File: src/rtl/muldiv_ctrl.sv
// Purpose : iterative MIPS HI/LO sequencer for MULT/MULTU/DIV/DIVU in EX.
// Latency : accept at T, one radix-2 step per cycle T+1..T+32, HI/LO write at T+33.
// Backpr. : holds the pipeline with stall_req from T to T+32; releases it in the write cycle.
//
// Ports: clk/rst (async active-high); op_valid, funct, operand_a, operand_b from EX;
//        flush aborts a running op; stall_req, busy, hi_lo_we, hi, lo outputs.
// Option: define MULDIV_FAST_MUL_EN to compute MULT/MULTU in one cycle (IDLE -> DONE).
module muldiv_ctrl #(
    parameter int DATA_W = 32,
    parameter int CNT_W  = 6
) (
    input  logic              clk,
    input  logic              rst,
    input  logic              op_valid,
    input  logic [5:0]        funct,
    input  logic [DATA_W-1:0] operand_a,
    input  logic [DATA_W-1:0] operand_b,
    input  logic              flush,
    output logic              stall_req,
    output logic              busy,
    output logic              hi_lo_we,
    output logic [DATA_W-1:0] hi,
    output logic [DATA_W-1:0] lo
);
    localparam logic [CNT_W-1:0] LAST_STEP = CNT_W'(DATA_W - 1);

    typedef enum logic [1:0] {S_IDLE, S_CALC, S_DONE} state_t;

    state_t              state_q, state_d;
    logic [CNT_W-1:0]    cnt_q;
    logic [2*DATA_W-1:0] work_q;     // mul: {partial high, multiplier}; div: {remainder, quotient}
    logic [DATA_W-1:0]   b_q;        // multiplicand / divisor magnitude
    logic                is_div_q;
    logic                neg_lo_q;   // negate product (mul) or quotient (div)
    logic                neg_hi_q;   // negate remainder (div only)

    // funct 6'h18..6'h1B: bit1 selects divide, bit0 selects unsigned
    logic              op_ok, accept, is_div_in, is_signed_in, a_neg, b_neg;
    logic [DATA_W-1:0] a_mag, b_mag;

    assign op_ok        = (funct[5:2] == 4'b0110);
    assign accept       = (state_q == S_IDLE) && op_valid && !flush && op_ok;
    assign is_div_in    = funct[1];
    assign is_signed_in = !funct[0];
    assign a_neg        = is_signed_in && operand_a[DATA_W-1];
    assign b_neg        = is_signed_in && operand_b[DATA_W-1];
    assign a_mag        = a_neg ? -operand_a : operand_a;
    assign b_mag        = b_neg ? -operand_b : operand_b;

    // One iteration step
    logic [DATA_W:0]     mul_sum, div_shift, div_diff;
    logic                div_ge;
    logic [2*DATA_W-1:0] work_step;
    logic [DATA_W-1:0]   res_hi, res_lo;

    always_comb begin
        mul_sum   = {1'b0, work_q[2*DATA_W-1:DATA_W]} + (work_q[0] ? {1'b0, b_q} : '0);
        div_shift = {work_q[2*DATA_W-1:DATA_W], work_q[DATA_W-1]};
        div_diff  = div_shift - {1'b0, b_q};
        // The remainder stays below the divisor, so the shifted value is below
        // 2*divisor and bit DATA_W of the difference is a pure borrow. With a
        // zero divisor the remainder only ever holds the dividend bits shifted
        // in so far, so the top bit stays clear and every step "succeeds".
        div_ge    = !div_diff[DATA_W];
        if (is_div_q) begin
            work_step = {(div_ge ? div_diff[DATA_W-1:0] : div_shift[DATA_W-1:0]),
                         work_q[DATA_W-2:0], div_ge};
        end else begin
            work_step = {mul_sum, work_q[DATA_W-1:1]};
        end
    end

    // Sign correction applied to the final step's result
    always_comb begin
        res_hi = work_step[2*DATA_W-1:DATA_W];
        res_lo = work_step[DATA_W-1:0];
        if (is_div_q) begin
            if (neg_lo_q) res_lo = -work_step[DATA_W-1:0];
            if (neg_hi_q) res_hi = -work_step[2*DATA_W-1:DATA_W];
        end else if (neg_lo_q) begin
            {res_hi, res_lo} = -work_step;
        end
    end

`ifdef MULDIV_FAST_MUL_EN
    // Sign-extending to full width lets one unsigned multiply serve both MULT and MULTU
    logic [2*DATA_W-1:0] ext_a, ext_b, fast_prod;
    assign ext_a     = {{DATA_W{a_neg}}, operand_a};
    assign ext_b     = {{DATA_W{b_neg}}, operand_b};
    assign fast_prod = ext_a * ext_b;
`endif

    always_comb begin
        state_d   = state_q;
        stall_req = 1'b0;
        hi_lo_we  = 1'b0;
        case (state_q)
            S_IDLE: begin
                if (accept) begin
                    stall_req = 1'b1;
                    state_d   = S_CALC;
`ifdef MULDIV_FAST_MUL_EN
                    if (!is_div_in) state_d = S_DONE;
`endif
                end
            end
            S_CALC: begin
                stall_req = 1'b1;
                if (flush)                    state_d = S_IDLE;
                else if (cnt_q == LAST_STEP)  state_d = S_DONE;
            end
            S_DONE: begin
                hi_lo_we = 1'b1;
                state_d  = S_IDLE;
            end
            default: state_d = S_IDLE;
        endcase
    end

    assign busy = (state_q != S_IDLE);

    always_ff @(posedge clk or posedge rst) begin
        if (rst) begin
            state_q <= S_IDLE;
        end else begin
            state_q <= state_d;
        end
    end

    always_ff @(posedge clk or posedge rst) begin
        if (rst) begin
            cnt_q    <= '0;
            work_q   <= '0;
            b_q      <= '0;
            is_div_q <= 1'b0;
            neg_lo_q <= 1'b0;
            neg_hi_q <= 1'b0;
            hi       <= '0;
            lo       <= '0;
        end else if (accept) begin
            cnt_q    <= '0;
            work_q   <= {{DATA_W{1'b0}}, a_mag};
            b_q      <= b_mag;
            is_div_q <= is_div_in;
            // A zero divisor yields an all-ones quotient that is never negated
            neg_lo_q <= (a_neg ^ b_neg) && !(is_div_in && (operand_b == '0));
            neg_hi_q <= a_neg;
`ifdef MULDIV_FAST_MUL_EN
            if (!is_div_in) begin
                hi <= fast_prod[2*DATA_W-1:DATA_W];
                lo <= fast_prod[DATA_W-1:0];
            end
`endif
        end else if (state_q == S_CALC && !flush) begin
            work_q <= work_step;
            cnt_q  <= cnt_q + 1'b1;
            if (cnt_q == LAST_STEP) begin
                hi <= res_hi;
                lo <= res_lo;
            end
        end
    end

endmodule

File: config.mk
export PLATFORM = sky130hd
export DESIGN_NAME = muldiv_ctrl
export DESIGN_NICKNAME = d
export VERILOG_FILES = /design/src/rtl/muldiv_ctrl.sv
export SDC_FILE = /design/constraint.sdc
export NUM_CORES = 1
export LEC_CHECK = 0
export ABC_AREA = 1
export CORE_MARGIN = 3
export CORE_UTILIZATION = 26
export CTS_BUF_LIST = sky130_fd_sc_hd__clkbuf_4 sky130_fd_sc_hd__clkbuf_8 sky130_fd_sc_hd__clkbuf_16
export DETAILED_ROUTE_END_ITERATION = 8
export DONT_BUFFER_PORTS = 1
export HOLD_SLACK_MARGIN = 0.15
export PLACE_DENSITY = 0.38
export SKIP_LAST_GASP = 1
export SLEW_MARGIN = 30
export SYNTH_ARGS = -nofsm -noshare
export SYNTH_HDL_FRONTEND = slang
export SYNTH_SLANG_ARGS = --single-unit
export TNS_END_PERCENT = 5
File: constraint.sdc
create_clock -name clk -period 5.95 [get_ports clk]
set_input_delay 0.2975 -clock clk [delete_from_list [all_inputs] [get_ports clk]]
set_output_delay 0.2975 -clock clk [all_outputs]
set_load 0.02 [all_outputs]
==> key figures <==
Logic synthesis
  – Ys flop type: dfrtp_1
  – Syn nets: approximately 2.9k
  – Syn Area/Cell: 6.09 µm²
  – Post-synthesis instance total: ~2.7k
  – Sequential-to-total area share from yosys stat: between 20% and 30%
  – Syn Std Cell Area: 16,500 µm²
  – Async S/R FF share, synth: 100%
  – Number of distinct library cells after synthesis: 54
  – Yosys Warn Count: 0
  – Flops & latches, synth: 171
  – Post-synth EDFFs: 0

Placement
  – Post-DP HPWL: 60,300 µm
  – Port Buffers: 0
  – Placer Congestion: a little over 0.9
  – Placed cells: 3,491
  – Setup WS pre-CTS: 1170 ps

Global route
  – Initial antenna violation count: 3
  – First-pass GRT wire length: about 110,000 µm
  – GRT Total Usage: 22.6%
  – Vias in the first global route: approximately 17k
  – Pin count of the biggest net entering global routing: around 100
  – Total gr overflow: 0

Critical path
  – Cell family contributing the most delay on the critical path: simple AND/OR/NAND/NOR gates
  – R2R cell count: 29
  – Crit path required time: 6310 ps
  – CP Launch Type: flop
  – WP depth: 29
  – Worst-path fanout max: 5
  – Critical path class: reg -> reg
  – Crit end category: flop
  – Slowest CP cell: dfrtp_1
  – Critical path's most frequent cell: nand2_1
  – Crit path buffers/inverters: 2
  – Critical Path AT: 5180 ps
  – Crit path largest cell delay: 420 ps

Worst hold path
  – Worst hold path class: in -> reg
  – Hold Path Stages: 3

Layout
  – Util after Layout: 29.9%
  – Layout overhead on the synthesized area: 12.9%
  – Nets: just under 3k
  – Layout cells sized above 1: around 5.8%
  – Finished Layout Cells: 3,590
  – Most common cell after layout, fill and taps aside: nand2_1
  – Fill cell count: 7,007
  – Most frequent cells in the layout: nand2_1 (887), inv_1 (393), nor2_1 (244)

Timing
  – Final clock skew: 17.6 ps
  – Fmax: between 0.2 and 0.25 GHz
  – Clock period minus worst slack: between 4000 and 5000 ps
  – Setup tns final: 0 ps
  – Max-slew violations: 0
  – RSZ-0062 raised after global routing: no
  – Final period utilization: 81.0%
  – Final worst slack: about 1100 ps
  – Max-slew headroom: 35.7%
  – Final number of setup-violating endpoints: 0
  – Final Hold Vio Count: 0
  – Worst Tran Pin Value: 954 ps

Floorplan
  – Height of the die: 258 µm
  – Core box area: 62,300 µm²
  – Chip width: 258 µm
  – Row cnt: between 90 and 100
  – IO Pins: 141
  – Initial Util: 26.5%
  – Full die area: approximately 67,000 µm²

Clock network
  – TritonCTS Sinks: 171
  – Cts bufs inserted: 17
  – CTS tree: built
  – Root Buffer: clkbuf_16
  – CTS max path bufs: 2
  – Clock-pin slew on the worst setup and hold paths: 80 ps
  – Post-CTS Hold Fix Bufs: 66
  – Post CTS Setup Buffer Count: 0
  – Post-cts resize count: 0
  – H-tree depth reported by CTS: 4
  – Clk_lat worst skew: 510 ps

Drt
  – Via-to-Cell Ratio: about 5
  – Detailed Route Iter0 Violations: 1,356
  – DR DRC count: 0
  – Wire per inst: 21.1 µm
  – Routed Antenna Nets: 0
  – 1st-pass router iterations: 6
  – DRT Wirelength: 75,900 µm
  – Vias post-DR: 17.5k

Power and ir drop
  – Pleak: roughly 9.6 nW
  – Pwr Total: 8.43 mW
  – Worst IR drop on VDD: 246 µV
  – Sequential share of power: 19.7%
  – Comb pwr share: about two thirds
  – Pwr/cell area: 452 nW/µm²
  – Sw Share: between 50% and 60%
  – P_int: 3.57 mW
  – P_sw: 4.87 mW
  – Clk network pwr share: 14.4%

Run status
  – Status: finished clean

Run
  – Max cap viols: 0
## final cells by class
class | instances | area (µm²) | share of cell area, %
diodes | 1 | 2.50 | 0.0134
clock buffers | 17 | 425 | 2.28
clock inverters | 15 | 173 | 0.926
inverters | 404 | 1520 | 8.18
multi-input cells | 2055 | 10300 | 55.4
flip-flops and latches | 171 | 4280 | 23.0
well taps | 837 | 1050 | 5.62
repair buffers | 90 | 853 | 4.58
## cell usage after synthesis (all sizes together), types with 24 or more instances
cell type | instances | share of area [%]
a21oi | 101 | 3.2
buf | 32 | 1.3
clkbuf | 48 | 1.1
dfrtp | 171 | 26
ha | 69 | 5.2
inv | 400 | 9.1
nand2 | 924 | 22
nand3 | 221 | 7.0
nand3b | 24 | 1.1
nand4 | 34 | 1.3
nor2 | 272 | 6.8
nor3 | 38 | 1.3
o21ai | 169 | 5.1
o22ai | 29 | 1.1
xor2 | 62 | 3.3
## sequential cells by signal, indices dropped and copies added (netlist names)
register and flops:
b_q 32, hi 32, lo 32, state_q 2
cnt_q 6, neg_lo_q 1, neg_hi_q 1, work_q 64
is_div_q 1
## routing by layer
metal  share of wire (%)  up-vias  GRT usage, %  wire, µm
met3                 4.1       76          3.50      3100
li1                    -     8718             -         -
met4                 3.3        0          7.89      2540
met5                   0        -             0         0
met2                  49      438          39.7     37000
met1                  44     8309          28.1     33200
## worst min-delay path: stages
cell and delay (ps):
o32ai_1 70, o41ai_1 140, o21ai_0 110
## cell families after synthesis
kind of cell    share of synthesized area (%)
buf+inv                                  11.6
xor+xnor                                 4.30
fa+ha+maj                                5.47
flops                                    25.9
compound gates                           12.8
simple gates                             40.0
## power groups by stage
stage	clock network, mW	registers (mW)	logic [mW]
6_report	1.22	1.66	5.55
3_3_place_gp	0	1.68	5.53
3_5_place_dp	0	1.69	5.48
5_1_grt	1.30	1.69	6.13
2_1_floorplan	0	1.53	3.78
4_1_cts	1.26	1.66	5.56
## worst paths after layout
kind | start | to | slack [ps]
worst max register to register | b_q[0] | hi[10] | 1130
worst max-delay path | b_q[0] | hi[10] | 1130
worst min register to register | cnt_q[5] | cnt_q[5] | 470
worst min-delay path | operand_a[31] | neg_lo_q | 170
max in group asynchronous | rst | is_div_q | 4380
min in group asynchronous | rst | hi[25] | 360
## stage by stage
stage | cell area [µm²] | hold WS, ps
after floorplan | 16500 | 435
after global placement | 17400 | 312
after detailed placement | 17400 | 309
after CTS | 18600 | 156
after global routing | 18600 | 183
final | 18600 | 168
No activity file was read; power rests on OpenSTA's default activity.
